--- src/rtl/player_motion_if.sv ---
// Signal bundle between the player control block and the motion generator.
// The master drives the step strobe and the button levels; the slave returns the position.
interface player_motion_if;
   logic       step;
   logic       left;
   logic       right;
   logic       jump;
   logic [7:0] x_out;
   logic [6:0] y_out;
   logic       grounded;
   logic       landed;

   modport master (
      output step, left, right, jump,
      input  x_out, y_out, grounded, landed
   );

   modport slave (
      input  step, left, right, jump,
      output x_out, y_out, grounded, landed
   );
endinterface

--- src/rtl/player_motion.sv ---
// Player position generator: walk, jump, gravity with terminal velocity, clamped to the well.
// Advances once per step strobe; new x/y are registered and visible the cycle after the step.
module player_motion #(
   parameter logic [7:0] X_START  = 8'd3,
   parameter logic [6:0] Y_START  = 7'd3,
   parameter logic [7:0] X_MIN    = 8'd1,
   parameter logic [7:0] X_MAX    = 8'd156,
   parameter logic [6:0] Y_MIN    = 7'd1,
   parameter logic [6:0] Y_FLOOR  = 7'd116,
   parameter logic [2:0] HSTEP    = 3'd1,
   parameter logic [3:0] JUMP_V   = 4'd4,
   parameter logic [3:0] VY_MAX   = 4'd3,
   parameter logic [2:0] GRAV_DIV = 3'd2
) (
   input  logic            clk,
   input  logic            resetn,
   player_motion_if.slave  bus
);

   localparam logic [0:0] S_GROUND = 1'b0;
   localparam logic [0:0] S_AIR    = 1'b1;

   logic [0:0]        state_q, state_d;
   logic [7:0]        x_q, x_d;
   logic [6:0]        y_q, y_d;
   logic signed [4:0] vy_q, vy_d;
   logic [2:0]        grav_q, grav_d;
   logic              pend_q, pend_d;
   logic              landed_q, landed_d;

   // Horizontal move in 9-bit signed so stepping left of zero cannot wrap.
   logic signed [8:0] x_cur, x_sum;
   logic [7:0]        x_clamped;

   assign x_cur = $signed({1'b0, x_q});

   always_comb begin
      // NOTE: every combinational output gets a default first so no path leaves it unassigned (no latch).
      x_sum = x_cur;
      if (bus.right && !bus.left)
         x_sum = x_cur + $signed({6'd0, HSTEP});
      else if (bus.left && !bus.right)
         x_sum = x_cur - $signed({6'd0, HSTEP});

      if (x_sum < $signed({1'b0, X_MIN}))
         x_clamped = X_MIN;
      else if (x_sum > $signed({1'b0, X_MAX}))
         x_clamped = X_MAX;
      else
         x_clamped = x_sum[7:0];
   end

   // Vertical candidates in 8-bit signed; vy is negative when moving up.
   logic signed [7:0] y_cur, y_fall, y_rise, y_floor_s, y_min_s;
   logic signed [4:0] vy_grav, vy_max_s, vy_jump;
   logic              grav_wrap, jump_req;

   assign y_cur     = $signed({1'b0, y_q});
   assign y_fall    = y_cur + $signed({{3{vy_q[4]}}, vy_q});
   assign y_rise    = y_cur - $signed({4'd0, JUMP_V});
   assign y_floor_s = $signed({1'b0, Y_FLOOR});
   assign y_min_s   = $signed({1'b0, Y_MIN});
   assign vy_max_s  = $signed({1'b0, VY_MAX});
   assign vy_jump   = -$signed({1'b0, JUMP_V});
   assign vy_grav   = (vy_q >= vy_max_s) ? vy_max_s : vy_q + 5'sd1;
   assign grav_wrap = (grav_q == GRAV_DIV - 3'd1);
   // A jump arriving in the same cycle as the step counts as pending for that step.
   assign jump_req  = pend_q | bus.jump;

   always_comb begin
      state_d  = state_q;
      x_d      = x_q;
      y_d      = y_q;
      vy_d     = vy_q;
      grav_d   = grav_q;
      pend_d   = pend_q | bus.jump;
      landed_d = 1'b0;

      if (bus.step) begin
         pend_d = 1'b0;
         x_d    = x_clamped;
         if (state_q == S_GROUND) begin
            if (jump_req) begin
               y_d     = (y_rise <= y_min_s) ? Y_MIN : y_rise[6:0];
               vy_d    = vy_jump;
               grav_d  = 3'd0;
               state_d = S_AIR;
            end
         end else if (y_fall >= y_floor_s) begin
            y_d      = Y_FLOOR;
            vy_d     = 5'sd0;
            grav_d   = 3'd0;
            landed_d = 1'b1;
            state_d  = S_GROUND;
         end else begin
            grav_d = grav_wrap ? 3'd0 : grav_q + 3'd1;
            // Ceiling bump kills upward speed outright; the gravity counter keeps running.
            if (y_fall <= y_min_s && vy_q < 0) begin
               y_d  = Y_MIN;
               vy_d = 5'sd0;
            end else begin
               y_d = y_fall[6:0];
               if (grav_wrap)
                  vy_d = vy_grav;
            end
         end
      end
   end

   always_ff @(posedge clk) begin
      if (!resetn) begin
         state_q  <= S_AIR;
         x_q      <= X_START;
         y_q      <= Y_START;
         vy_q     <= 5'sd0;
         grav_q   <= 3'd0;
         pend_q   <= 1'b0;
         landed_q <= 1'b0;
      end else begin
         // NOTE: registers take non-blocking assignments so every flop samples pre-edge values.
         state_q  <= state_d;
         x_q      <= x_d;
         y_q      <= y_d;
         vy_q     <= vy_d;
         grav_q   <= grav_d;
         pend_q   <= pend_d;
         landed_q <= landed_d;
      end
   end

   assign bus.x_out    = x_q;
   assign bus.y_out    = y_q;
   assign bus.grounded = (state_q == S_GROUND);
   assign bus.landed   = landed_q;

endmodule
--- src/flat_wrapper.sv ---
// flat-port wrapper written by rule: the top's interface ports become plain ports
module player_motion_flat 
#(
   parameter logic [7:0] X_START  = 8'd3,
   parameter logic [6:0] Y_START  = 7'd3,
   parameter logic [7:0] X_MIN    = 8'd1,
   parameter logic [7:0] X_MAX    = 8'd156,
   parameter logic [6:0] Y_MIN    = 7'd1,
   parameter logic [6:0] Y_FLOOR  = 7'd116,
   parameter logic [2:0] HSTEP    = 3'd1,
   parameter logic [3:0] JUMP_V   = 4'd4,
   parameter logic [3:0] VY_MAX   = 4'd3,
   parameter logic [2:0] GRAV_DIV = 3'd2
)
  (clk, resetn, bus_step, bus_left, bus_right, bus_jump, bus_x_out, bus_y_out, bus_grounded, bus_landed);
  player_motion_if bus_i ();
  input  logic clk;
  input  logic resetn;
  input wire logic [$bits(bus_i.step)-1:0] bus_step;
  input wire logic [$bits(bus_i.left)-1:0] bus_left;
  input wire logic [$bits(bus_i.right)-1:0] bus_right;
  input wire logic [$bits(bus_i.jump)-1:0] bus_jump;
  output wire logic [$bits(bus_i.x_out)-1:0] bus_x_out;
  output wire logic [$bits(bus_i.y_out)-1:0] bus_y_out;
  output wire logic [$bits(bus_i.grounded)-1:0] bus_grounded;
  output wire logic [$bits(bus_i.landed)-1:0] bus_landed;
  assign bus_i.step = bus_step;
  assign bus_i.left = bus_left;
  assign bus_i.right = bus_right;
  assign bus_i.jump = bus_jump;
  assign bus_x_out = bus_i.x_out;
  assign bus_y_out = bus_i.y_out;
  assign bus_grounded = bus_i.grounded;
  assign bus_landed = bus_i.landed;
  player_motion #(.X_START(X_START), .Y_START(Y_START), .X_MIN(X_MIN), .X_MAX(X_MAX), .Y_MIN(Y_MIN), .Y_FLOOR(Y_FLOOR), .HSTEP(HSTEP), .JUMP_V(JUMP_V), .VY_MAX(VY_MAX), .GRAV_DIV(GRAV_DIV)) u_core (.clk(clk), .resetn(resetn), .bus(bus_i));
endmodule
--- config.mk ---
export PLATFORM = sky130hd
export DESIGN_NAME = player_motion_flat
export DESIGN_NICKNAME = d
export VERILOG_FILES = /design/src/rtl/player_motion_if.sv /design/src/rtl/player_motion.sv /design/src/flat_wrapper.sv
export SDC_FILE = /design/constraint.sdc
export NUM_CORES = 1
export LEC_CHECK = 0
export BUFFER_PORTS_ARGS = -buffer_cell sky130_fd_sc_hd__buf_2
export CAP_MARGIN = 25
export CORE_ASPECT_RATIO = 1.25
export CORE_MARGIN = 4
export CORE_UTILIZATION = 50
export DETAILED_ROUTE_END_ITERATION = 7
export GPL_ROUTABILITY_DRIVEN = 0
export PLACE_DENSITY = 0.78
export SYNTH_ARGS = -nofsm -noshare
export SYNTH_HDL_FRONTEND = slang
export SYNTH_SLANG_ARGS = --single-unit
--- constraint.sdc ---
create_clock -name clk -period 3.2 [get_ports clk]
set_clock_uncertainty 0.15 [all_clocks]
set_input_delay 0 -clock clk [delete_from_list [all_inputs] [get_ports clk]]
set_output_delay 0 -clock clk [all_outputs]
set_load 0.02 [all_outputs]
==> reports/qor.json <==
{
  "ys.flop_type": {"value": "sky130_fd_sc_hd__dfxtp_1"},
  "dieWidth": {"value": 66.0, "unit": "um"},
  "routed_wirelength": {"value": 5090, "unit": "um"},
  "post-route-worst-setup-slack": {"value": 282, "unit": "ps"},
  "critical_path_peak_fanout": {"value": 7},
  "postLayoutCoreUtil": {"value": 0.587},
  "dr_total_vias": {"value": 2121},
  "area.sequential": {"value": 522, "unit": "sq um"},
  "grt_start_max_net_pins": {"value": 17},
  "type_of_the_most_critical_hold_path": {"value": "in -> reg"},
  "cts_tree": {"value": "done"},
  "antenna_found_initial": {"value": 0},
  "dieHeight": {"value": 80.5, "unit": "um"},
  "initialDrtViolationCount": {"value": 121},
  "report.final.slew_viol_count": {"value": 0},
  "detail_route.wl_per_cell": {"value": 14.5, "unit": "um"},
  "power": {"value": 1030, "unit": "uW"},
  "top_usage_layer": {"value": "met2"},
  "fin_crit_sh": {"value": 0.912},
  "grtUsageTotal": {"value": 0.208},
  "filler_cell_count": {"value": 395},
  "max_cap_violations": {"value": 0},
  "synth_enable_flop_cells": {"value": 0},
  "synthArstFlopShare": {"value": 0},
  "vdd_ir_drop_max": {"value": 0.238, "unit": "mV"},
  "tritoncts.num_buffers": {"value": 3},
  "cp-end-kind": {"value": "register"},
  "cts_setup_buffers": {"value": 0},
  "p_per_area": {"value": 433, "unit": "nW/um^2"},
  "met1_usage": {"value": 0.245},
  "totalNegativeSetupSlack": {"value": 0, "unit": "ps"},
  "remaining_drc_errors": {"value": 0},
  "crit_path_start_kind": {"value": "register"},
  "start_util": {"value": 0.517},
  "cp.arrival": {"value": 2970, "unit": "ps"},
  "placeableCoreArea": {"value": 4070, "unit": "sq um"},
  "clk-insertion-delay-late": {"value": 270, "unit": "ps"},
  "synth.top_cells.by_area": {"value": "sky130_fd_sc_hd__dfxtp_1, sky130_fd_sc_hd__ha_1, sky130_fd_sc_hd__o21ai_0"},
  "multiInputGateArea": {"value": 1490, "unit": "sq um"},
  "timing.final.hold_violations": {"value": 0},
  "number_of_nets_in_the_layout": {"value": 316},
  "grt_remaining_overflow": {"value": 0},
  "port_buffers": {"value": 22},
  "synthCells": {"value": 267},
  "num_rows": {"value": 26},
  "pre_cts_slack": {"value": 88.4, "unit": "ps"},
  "final_layout_size_suffix_gt1_frac": {"value": 0.169},
  "timing_worst_setup_path_type": {"value": "reg -> reg"},
  "cts.reportedPaths.clkPinSlew": {"value": 90, "unit": "ps"},
  "place.detailed.hpwl": {"value": 3920, "unit": "um"},
  "synth_largest_type_area_fraction": {"value": 0.248},
  "power_leakage": {"value": 0.00103, "unit": "uW"},
  "synth_cell_types": {"value": 67},
  "postSynthAreaPerCell": {"value": 7.87, "unit": "sq um"},
  "clock.fmax": {"value": 0.343, "unit": "GHz"},
  "run_status": {"value": "completed"},
  "vias_in_the_first_global_route": {"value": 1966},
  "detailedRoute.firstPassIterationCount": {"value": 4},
  "finalWorstPathRequiredPeriod": {"value": 2920, "unit": "ps"},
  "ant_nets": {"value": 0},
  "diodes": {"value": 0},
  "dieArea": {"value": 5310, "unit": "sq um"},
  "setup_viol_count_final": {"value": 0},
  "top_level_ports": {"value": 23},
  "clock_tree.root_cell": {"value": "sky130_fd_sc_hd__clkbuf_8"},
  "viasPerCell": {"value": 6.03},
  "synthDominantAreaCellType": {"value": "sky130_fd_sc_hd__dfxtp_1"},
  "ys_ff_latch": {"value": 26},
  "area_delta_synth_final": {"value": 13.6, "unit": "%"},
  "gr-usage-met3": {"value": 0.0238},
  "grt_setup_unrepaired": {"value": "no"},
  "clockBufferDepth": {"value": 2},
  "synth_fp_nets": {"value": 286},
  "clock-sinks": {"value": 26},
  "synth.yosys.seq_area_share": {"value": 0.248},
  "synth.yosys.warnings": {"value": 0},
  "htreeDepth": {"value": 1},
  "worstMarginPinSlew": {"value": 817, "unit": "ps"},
  "global_route.usage.met2": {"value": 0.378},
  "grt_pass1_wl": {"value": 8850, "unit": "um"},
  "cp.required": {"value": 3250, "unit": "ps"},
  "netlist_area": {"value": 2100, "unit": "sq um"},
  "worst_slew_margin_rel": {"value": 0.451}
}
-- stage by stage --
| step | instances | instance area [sq um] | hold WS [ps] |
|---|---|---|---|
| floorplan | 267 | 2100 | -58.7 |
| global placement | 345 | 2290 | 93.6 |
| detailed placement | 345 | 2290 | 99.6 |
| CTS | 352 | 2370 | 83.1 |
| global route | 352 | 2390 | 127 |
| finish | 352 | 2390 | 97.6 |
-- flip-flops by register name, indices dropped and copies added (netlist names) --
signal,count
u_core.bus.landed,1
u_core.bus.y_out,7
u_core.state_q,1
u_core.grav_q,3
u_core.bus.x_out,8
u_core.pend_q,1
u_core.vy_q,5
-- cell usage after synthesis (all sizes together) (2+ instances only) --
cell and instances:
a2111oi 3, a211o 4, a211oi 3, a21oi 15, a221oi 2, a22o 3, a22oi 4, a311oi 2
a31oi 2, and2 3, and3 2, and3b 3, and4 3, clkbuf 4, dfxtp 26, ha 12
inv 17, nand2 24, nand2b 4, nand3 4, nand4 3, nor2 24, nor2b 6, nor3 8
nor3b 4, o211ai 2, o21a 5, o21ai 18, o21bai 3, o22ai 4, o311ai 3, o31a 3
o31ai 2, o32ai 2, or2 3, or3 4, or4 3, xnor2 6, xor2 2
-- worst paths after layout --
| check | start | endpoint | slack, ps | cells after the start |
|---|---|---|---|---|
| setup / recovery | u_core.bus.y_out[4] | u_core.grav_q[2] | 280 | 8 |
| hold reg to reg | u_core.pend_q | u_core.pend_q | 350 | 1 |
| setup reg to reg | u_core.bus.y_out[4] | u_core.grav_q[2] | 280 | 8 |
| hold / removal | bus_right | u_core.bus.x_out[0] | 100 | 4 |
-- where the power goes --
group | total [uW] | internal (uW) | switching, uW
Sequential | 387 | 351 | 36.3
Clock | 216 | 110 | 106
Combinational | 430 | 183 | 246
-- critical path: stages, from the launching register on --
cell and delay (ps):
sky130_fd_sc_hd__dfxtp_1 440, sky130_fd_sc_hd__ha_1 330, sky130_fd_sc_hd__nor2b_1 180, sky130_fd_sc_hd__a221o_1 290
sky130_fd_sc_hd__a211o_1 350, sky130_fd_sc_hd__and4_4 210, sky130_fd_sc_hd__and2_2 230, sky130_fd_sc_hd__or4_1 500
sky130_fd_sc_hd__a21oi_1 160
-- cells in the final DEF, fill, tap and decap left out, drive strengths merged, types with 3 or more instances in the layout --
master | Yosys | final
buf | 1 | 28
dfxtp | 26 | 26
nand2 | 24 | 24
nor2 | 24 | 24
o21ai | 18 | 18
inv | 17 | 17
a21oi | 15 | 15
ha | 12 | 12
nor3 | 8 | 8
xnor2 | 6 | 6
nor2b | 6 | 6
o21a | 5 | 5
nand3 | 4 | 4
nand2b | 4 | 4
a211o | 4 | 4
nor3b | 4 | 4
o22ai | 4 | 4
clkbuf | 4 | 4
or3 | 4 | 4
a22oi | 4 | 4
nand4 | 3 | 3
or2 | 3 | 3
o21bai | 3 | 3
or4 | 3 | 3
a211oi | 3 | 3
and3b | 3 | 3
a22o | 3 | 3
dlygate4sd3 | 0 | 3
o311ai | 3 | 3
and2 | 3 | 3
a2111oi | 3 | 3
and4 | 3 | 3
o31a | 3 | 3
-- final cells by class --
| class | count | share of cell area |
|---|---|---|
| clock buffers | 4 | 0.0230 |
| inverters | 17 | 0.0267 |
| multi-input cells | 218 | 0.625 |
| flip-flops and latches | 26 | 0.218 |
| well taps | 56 | 0.0293 |
| repair buffers | 31 | 0.0775 |
-- cells by family (layout without fill, tap and decap cells) --
family          Yosys count  count (layout)  synth area share
compound gates           90              90             0.305
mux                       1               1           0.00476
buf+inv                  23              52            0.0482
flops                    26              26             0.248
xor+xnor                  8               8            0.0333
simple gates            105             105             0.276
fa+ha+maj                14              14            0.0857
-- what timing repair did --
item / in CTS / in global routing
gates resized for setup: 0 / 6
hold buffers: 3 / 0
endpoints found under the setup margin: 0 / 10
hold endpoints to repair: 7 / 0
-- per-layer routing --
metal  up-vias  wire length [um]
met5         -                 0
met4         0               104
met3        11               187
met2        43              2560
met1      1002              2240
li1       1065                 -
Note: power is estimated with default switching activity, not from simulation.
